**config.mk**
```make
export PLATFORM = sky130hd
export DESIGN_NAME = ex_muldiv_unit
export DESIGN_NICKNAME = d
export VERILOG_FILES = /design/src/rtl/ex_muldiv_unit.sv
export SDC_FILE = /design/constraint.sdc
export NUM_CORES = 1
export LEC_CHECK = 0
export ABC_AREA = 1
export CAP_MARGIN = 20
export CORE_UTILIZATION = 50
export DETAILED_ROUTE_END_ITERATION = 8
export PLACE_DENSITY_LB_ADDON = 0.25
export SETUP_SLACK_MARGIN = 0.4
export SLEW_MARGIN = 15
export SYNTH_ARGS = -nofsm -noshare
export SYNTH_HDL_FRONTEND = slang
export SYNTH_SLANG_ARGS = --single-unit
```
**constraint.sdc**
```tcl
create_clock -name CLK -period 4.5 [get_ports CLK]
set_clock_uncertainty 0.15 [all_clocks]
set_input_delay 0.9 -clock CLK [delete_from_list [all_inputs] [get_ports CLK]]
set_output_delay 0.9 -clock CLK [all_outputs]
set_load 0.02 [all_outputs]
```
**src/rtl/ex_muldiv_unit.sv**
```systemverilog
// Iterative RV32M multiply/divide unit for the EX stage: radix-2 shift-add multiply and
// restoring divide over XLEN cycles, stalling the front end until the result is ready.
module ex_muldiv_unit #(
  parameter int XLEN = 32
) (
  input  logic            CLK,
  input  logic            RESET,
  input  logic            START,
  input  logic [4:0]      ALU_OP,
  input  logic [XLEN-1:0] OP_A,
  input  logic [XLEN-1:0] OP_B,
  input  logic [4:0]      DEST_REG,
  input  logic            FLUSH,
  output logic            STALL,
  output logic            DONE,
  output logic [XLEN-1:0] RESULT,
  output logic [4:0]      OUT_DEST_REG,
  output logic            OUT_REG_WRITE_ENABLE
);

  localparam int CNT_W = $clog2(XLEN);

  localparam logic [1:0] SEL_LO  = 2'd0;
  localparam logic [1:0] SEL_HI  = 2'd1;
  localparam logic [1:0] SEL_QUO = 2'd2;
  localparam logic [1:0] SEL_REM = 2'd3;

  typedef enum logic [1:0] {IDLE, CALC, FINAL, DONE_S} state_t;

  state_t              state_reg;
  logic [CNT_W-1:0]    counter_reg;
  logic [1:0]          sel_reg;
  logic                sign_a_reg;
  logic                sign_b_reg;
  logic [4:0]          dest_reg;
  logic [2*XLEN-1:0]   work_reg;
  logic [XLEN-1:0]     opnd_reg;

  logic [1:0]          dec_sel;
  logic                dec_a_signed;
  logic                dec_b_signed;
  logic                dec_is_div;
  logic                neg_a;
  logic                neg_b;
  logic [XLEN-1:0]     mag_a;
  logic [XLEN-1:0]     mag_b;
  logic                div_zero;
  logic                div_ovf;
  logic [XLEN-1:0]     fast_result;
  logic                accept;

  always_comb begin
    dec_sel      = SEL_LO;
    dec_a_signed = 1'b0;
    dec_b_signed = 1'b0;
    case (ALU_OP)
      5'b01001: begin dec_sel = SEL_HI;  dec_a_signed = 1'b1; dec_b_signed = 1'b1; end
      5'b01010: begin dec_sel = SEL_HI;  dec_a_signed = 1'b1; end
      5'b01011: begin dec_sel = SEL_HI;  end
      5'b01100: begin dec_sel = SEL_QUO; dec_a_signed = 1'b1; dec_b_signed = 1'b1; end
      5'b01101: begin dec_sel = SEL_QUO; end
      5'b01110: begin dec_sel = SEL_REM; dec_a_signed = 1'b1; dec_b_signed = 1'b1; end
      5'b01111: begin dec_sel = SEL_REM; end
      default:  begin dec_sel = SEL_LO;  end
    endcase
  end

  assign dec_is_div = dec_sel[1];
  assign neg_a      = dec_a_signed & OP_A[XLEN-1];
  assign neg_b      = dec_b_signed & OP_B[XLEN-1];
  assign mag_a      = neg_a ? -OP_A : OP_A;
  assign mag_b      = neg_b ? -OP_B : OP_B;

  // Divide-by-zero and signed overflow finish at accept without iterating.
  assign div_zero = dec_is_div & (OP_B == '0);
  assign div_ovf  = dec_is_div & dec_a_signed & (OP_A == {1'b1, {(XLEN-1){1'b0}}}) & (OP_B == '1);
  assign fast_result = div_zero ? ((dec_sel == SEL_REM) ? OP_A : '1)
                                : ((dec_sel == SEL_REM) ? '0 : OP_A);

  assign accept = START & ~FLUSH & ((state_reg == IDLE) | (state_reg == DONE_S));

  assign STALL = (START & (state_reg == IDLE) & ~FLUSH) | (state_reg == CALC) | (state_reg == FINAL);
  assign DONE                 = (state_reg == DONE_S);
  assign OUT_REG_WRITE_ENABLE = DONE;

  // work_reg is {partial product hi, multiplier} for multiply and {remainder, dividend/quotient} for divide.
  logic [XLEN:0]       mul_sum;
  logic [XLEN:0]       div_shift;
  logic                div_ge;
  logic [XLEN-1:0]     div_diff;
  logic [2*XLEN-1:0]   work_step;
  logic                is_div_reg;

  assign is_div_reg = sel_reg[1];
  assign mul_sum    = {1'b0, work_reg[2*XLEN-1:XLEN]} + (work_reg[0] ? {1'b0, opnd_reg} : '0);
  assign div_shift  = {work_reg[2*XLEN-1:XLEN], work_reg[XLEN-1]};
  assign div_ge     = (div_shift >= {1'b0, opnd_reg});
  assign div_diff   = div_shift[XLEN-1:0] - opnd_reg;
  assign work_step  = is_div_reg
                      ? {(div_ge ? div_diff : div_shift[XLEN-1:0]), work_reg[XLEN-2:0], div_ge}
                      : {mul_sum, work_reg[XLEN-1:1]};

  logic                neg_res;
  logic [2*XLEN-1:0]   prod_final;
  logic [XLEN-1:0]     quo_final;
  logic [XLEN-1:0]     rem_final;
  logic [XLEN-1:0]     final_result;

  assign neg_res    = sign_a_reg ^ sign_b_reg;
  assign prod_final = neg_res ? -work_reg : work_reg;
  assign quo_final  = neg_res ? -work_reg[XLEN-1:0] : work_reg[XLEN-1:0];
  assign rem_final  = sign_a_reg ? -work_reg[2*XLEN-1:XLEN] : work_reg[2*XLEN-1:XLEN];

  always_comb begin
    final_result = prod_final[XLEN-1:0];
    case (sel_reg)
      SEL_HI:  final_result = prod_final[2*XLEN-1:XLEN];
      SEL_QUO: final_result = quo_final;
      SEL_REM: final_result = rem_final;
      default: final_result = prod_final[XLEN-1:0];
    endcase
  end

  always_ff @(posedge CLK or negedge RESET) begin
    if (!RESET) begin
      state_reg    <= IDLE;
      counter_reg  <= '0;
      sel_reg      <= SEL_LO;
      sign_a_reg   <= 1'b0;
      sign_b_reg   <= 1'b0;
      dest_reg     <= '0;
      work_reg     <= '0;
      opnd_reg     <= '0;
      RESULT       <= '0;
      OUT_DEST_REG <= '0;
    end else begin
      case (state_reg)
        IDLE, DONE_S: begin
          if (accept) begin
            sel_reg     <= dec_sel;
            dest_reg    <= DEST_REG;
            sign_a_reg  <= neg_a;
            sign_b_reg  <= neg_b;
            counter_reg <= '0;
            if (div_zero | div_ovf) begin
              RESULT       <= fast_result;
              OUT_DEST_REG <= DEST_REG;
              state_reg    <= DONE_S;
            end else begin
              work_reg  <= dec_is_div ? {{XLEN{1'b0}}, mag_a} : {{XLEN{1'b0}}, mag_b};
              opnd_reg  <= dec_is_div ? mag_b : mag_a;
              state_reg <= CALC;
            end
          end else begin
            state_reg <= IDLE;
          end
        end
        CALC: begin
          if (FLUSH) begin
            state_reg <= IDLE;
          end else begin
            work_reg    <= work_step;
            counter_reg <= counter_reg + 1'b1;
            if (counter_reg == CNT_W'(XLEN-1)) state_reg <= FINAL;
          end
        end
        FINAL: begin
          if (FLUSH) begin
            state_reg <= IDLE;
          end else begin
            RESULT       <= final_result;
            OUT_DEST_REG <= dest_reg;
            state_reg    <= DONE_S;
          end
        end
        default: state_reg <= IDLE;
      endcase
    end
  end

endmodule
```
# Word-level counts from Yosys, hierarchy flattened
# Cells that the tools add are included.
# Widths: inputs -> output; s select.
# word_totals
memories,0
ff_bits,149
mem_bits_rw,0
mem_bits_ro,0
output_inout_bits,40
input_bits,78
latch_bits,0
elab_cells,112
# op_classes
n_mul,0
n_div,0
add_sub_neg,8
magnitude_cmp,1
reduce_logical,15
eq_ne,23
n_bitwise,17
n_mux,38
shifts,0
# op_table
operator,count
$mux 32,14
$mux 64,5
$neg 32->32,4
$pmux 64 s2,1
$pmux 32 s3,1
$eq 32x32->1 const B,2
$neg 64->64,1
$pmux 32 s2,1
$eq 5x4->1 const B,7
$add 32x32->33,1
$ge 33x32->1,1
$logic_not 32->1,1
$sub 32x32->32,1
$mux 5,5
$pmux 5 s2,2
$pmux 2 s3,2
$and 1x1->1,10
$eq 2x2->1 const B,5
$mux 2,5
$ne 2x2->1 const B,5
$reduce_and 4->1,2
$reduce_and 3->1,2
$reduce_or 2->1,3
$reduce_or 3->1,2
other kinds (12),19

# Logic depth before layout (Yosys ltp)
# logic_depth
ltp_word,10
mapped_depth,19
mapped_depth_nobuf,17

# Worst setup path after synthesis
# Ideal clock, no wire load.
# synth_path
kind,flip-flop to flip-flop
startpoint,reg work_reg[0]
endpoint,reg work_reg[47]
arrival_time_ns,2.545
required_time_ns,4.233
period_less_slack_ns,2.812
n_path_buf,2
setup_slack_ns,1.688
stages_incl_launch_ff,18
path_cell_list,dfrtp_1 -> clkbuf_1 -> clkbuf_1 -> nand2_1 -> inv_1 -> ha_1 -> inv_1 -> fa_1 -> o21ai_0 -> nand3_1 -> nand2_1 -> nand3_1 -> nand2_1 -> nand2_1 -> a21oi_1 -> nor2_1 -> nand2_1 -> nand2_1
# synth_between
elab_chain_len,5
# synth_lines
element,line_no,rtl
from (decl),36,logic [2*XLEN-1:0] work_reg;
from (signal assigned),150,"work_reg <= dec_is_div ? {{XLEN{1'b0}}, mag_a} : {{XLEN{1'b0}}, mag_b};"
from (signal assigned),162,work_reg <= work_step;
$mux 32,95,"assign mul_sum = {1'b0, work_reg[2*XLEN-1:XLEN]} + (work_reg[0] ? {1'b0, opnd_reg} : '0);"
$add 32x32->33,95,
$mux 64,100,"? {(div_ge ? div_diff : div_shift[XLEN-1:0]), work_reg[XLEN-2:0], div_ge}"
$mux 64,159,if (FLUSH) begin
$pmux 64 s2,137,case (state_reg)
# Every way passes these cells. The select of a mux whose other input is x is not followed.
# A chain may end at the register's enable or synchronous reset.

# Worst setup path after layout
# layout_path
startpoint,reg work_reg[40]
endpoint,reg work_reg[61]
# layout_between
elab_chain_len,5
word_cells_on_any_way,7
# layout_lines
element,line_no
$sub 32x32->32 or $ge 33x32->1 (tied branches),"98, 97"
$mux 32,100
$mux 64 *,100
$mux 64 *,159
$pmux 64 s2 *,137
# Every way passes the cells marked *; elsewhere a longest branch is shown, timed or not. The select of a mux whose other input is x is not followed.

==> impl_metrics.csv <==
group,metric,value,unit
synth,ys_seq_area_share,19.1,%
finish,nets,3857,
finish,fin_util,57.6,%
routing,drt_wl_total,89.2,mm
die,io_pins,118,
sta,fin_tns_setup,0,ns
routing,vias,24400,
setup_path,crit_slowest_cell,"dfrtp_1",
synth,ys.flop_type,"dfrtp_1",
routing,drtPass1Iterations,6,
setup_path,path_max_fanout,23,
die,dieWidth,199,um
clocking,numCtsBuffers,17,
placement,dpl_cell_area,21300,sq um
global_route,track_usage,45.4,%
placement,dp.final_hpwl,71.9,mm
clocking,clockBufferDepth,2,
clocking,cts_resized,0,
clocking,clk-insertion-delay-late,0.48,ns
power,combPwrFrac,69.4,%
sta,finalSetupViolations,0,
synth,synth_warnings,0,
sta,hold_viol,0,
synth,async_reset_ff_share,100,%
clocking,clk_pin_slew,0.07,ns
clocking,cts-root-buf,"clkbuf_16",
clocking,htree_levels,4,
power,power.share.sequential,19.0,%
clocking,postCtsHoldBufs,0,
setup_path,cp_num_buf_inv,3,
sta,slew_headroom,38.7,%
finish,diodes,0,
sta,maxSlewViolCount,0,
synth,syn_area,19500,sq um
global_route,antenna_found_initial,1,
power,vdd_ir_drop_max,0.237,mV
finish,drive_above_1_share,4.55,%
synth,synth_top_area_share,23.9,%
die,rows,71,
clocking,cts.sinks,149,
setup_path,cp_top_family,"simple AND/OR/NAND/NOR gates",
sta,setup_ws,0.846,ns
routing,drt_iter0_drc,3109,
finish,syn_to_final_growth,12.3,%
placement,place.gp.congestion,1.08,
sta,max_freq,274,MHz
synth,ys_ff_latch,149,
setup_path,crit_path_frequent_cell,"nand2_1",
setup_path,cp_data_arrival_time,3.91,ns
setup_path,critPathCaptureType,"flip-flop",
run,cap_violations,0,
synth,yosys.area.top_type,"nand2_1",
synth,syn_inst,3629,
synth,avgSynthCellArea,5.37,sq um
global_route,grt_max_degree,94,
power,swShare,58.9,%
finish,largest_reg_flops,64,
sta,timing_worst_slew_pin_value,0.920,ns
power,p_switching,0.00815,W
global_route,overflow,0,
power,internal_power,0.00568,W
power,powerDensity,632,nW/um^2
power,p_leak,11.4,nW
placement,dpl_worst_slack,0.533,ns
routing,drc,0,
finish,fin_area,21900,sq um
sta,rsz0062_at_grt,"false",
finish,layout_commonest_cell,"nand2_1",
sta,period_minus_slack,3.65,ns
sta,period_share,81.2,%
synth,synth_edf_count,0,
global_route,grt_pass1_wl,132,mm
setup_path,required,4.76,ns
routing,viasPerCell,5.77,
clocking,tritoncts,"yes",
routing,postRouteAntennaNets,0,
hold_path,hold_path_class,"reg2reg",
setup_path,crit_type,"reg2reg",
routing,routedWlPerCell,21.1,um
run_status,outcome,"completed",
setup_path,critical_path.cell_chain,"ha_1 -> nand2_1 -> nor2_1 -> inv_1 -> nor2_1 -> nand2_1 -> nor2_1 -> nor2_2 -> buf_4 -> nand2_4 -> buf_4 -> nand3_1 -> nand2_1 -> nand3_1 -> nand2_1",
synth,yosysUniqueCellTypes,45,
die,fp.dieH,199,um
global_route,grt_pass1_vias,21700,
clocking,post-cts-setup-buffers,0,
setup_path,slowest_delay,0.63,ns
die,initial_core_util,51.3,%
synth,mappedNetlistNets,3784,
placement,port_buffers,117,
finish,fillers,4082,
sta,whs,0.326,ns
synth,ys_top_cells_by_area,"nand2_1 (24%), dfrtp_1 (19%), nand3_1 (12%), nor2_1 (9.4%), inv_1 (8.2%)",
setup_path,start_kind,"flip-flop",
die,dieArea,39800,sq um
die,coreArea,38000,sq um
finish,final_cell_mix,"nand2_1 (1243), nor2_1 (486), nand3_1 (466)",
power,p_clk_share,11.6,%
## cells by family after synthesis
family	after synthesis	share of synthesized area [%]
buffers and inverters	584	11.8
adders and majority gates	77	5.02
xor gates and xnor gates	47	2.11
and+or+nand+nor	2333	50.0
DFF	149	19.1
AOI/OAI and AO/OA	439	12.0
## worst paths after layout
check,startpoint,to,slack [ns],cells after the start
min reg2reg,dest_reg[2],dest_reg[2],0.33,2
max in group asynchronous,RESET,RESULT[22],3.04,2
max reg2reg,work_reg[40],work_reg[61],0.85,15
min,dest_reg[2],dest_reg[2],0.33,2
max,work_reg[40],work_reg[61],0.85,15
min in group asynchronous,RESET,opnd_reg[16],0.35,1
## tightest hold or removal path, delay by kind of cell, from the launching register on
family,cells,cell delay [ns]
AND/OR/NAND/NOR,2,0.10
flip-flops,1,0.34
## synthesized netlist by cell type, drive strengths merged, types with 2 or more instances
cell type,instances
nand2,1250
nor2,501
nand3,472
inv,450
o21ai,236
dfrtp,149
a21oi,140
ha,75
clkbuf,67
buf,64
nand4,47
xor2,44
nand3b,21
a31oi,18
o211ai,18
or2,14
nor3,13
o21bai,9
and2,7
o31ai,6
nor4,5
o22ai,5
clkinv,3
xnor2,3
a21o,2
and3,2
fa,2
o21a,2
## area by class of cell
type / instances / area, sq um / share of cell area, %
Tap cell: 511 / 639 / 2.92
Sequential cell: 149 / 3730 / 17.0
Clock inverter: 13 / 195 / 0.891
Timing Repair Buffer: 185 / 1710 / 7.80
Multi-Input combinational cell: 2896 / 13500 / 61.6
Clock buffer: 19 / 443 / 2.02
Inverter: 453 / 1700 / 7.76
## per-stage QoR
| stage | instances | total power, W |
|---|---|---|
| 3_3_place_gp | 4194 | 0.0118 |
| 5_1_grt | 4226 | 0.0147 |
| 6_report | 4226 | 0.0138 |
| 2_1_floorplan | 3629 | 0.00854 |
| 4_1_cts | 4226 | 0.0134 |
| 3_5_place_dp | 4194 | 0.0118 |
## power groups by stage
stage / clock [W] / combinational (W) / sequential [W]
after floorplan: 0 / 0.00603 / 0.00250
final: 0.00161 / 0.00961 / 0.00262
after global placement: 0 / 0.00918 / 0.00258
after global routing: 0.00165 / 0.0104 / 0.00265
after detailed placement: 0 / 0.00918 / 0.00259
after CTS: 0.00162 / 0.00923 / 0.00257
## layer usage
layer	track usage, %	vias up	routed length (um)
met2	63.7	1417	35400
met5	0	-	0
met1	61.3	11000	36400
li1	-	11700	-
met3	13.1	264	11500
met4	26.4	0	5850
Power figures use the tool's default switching activity.
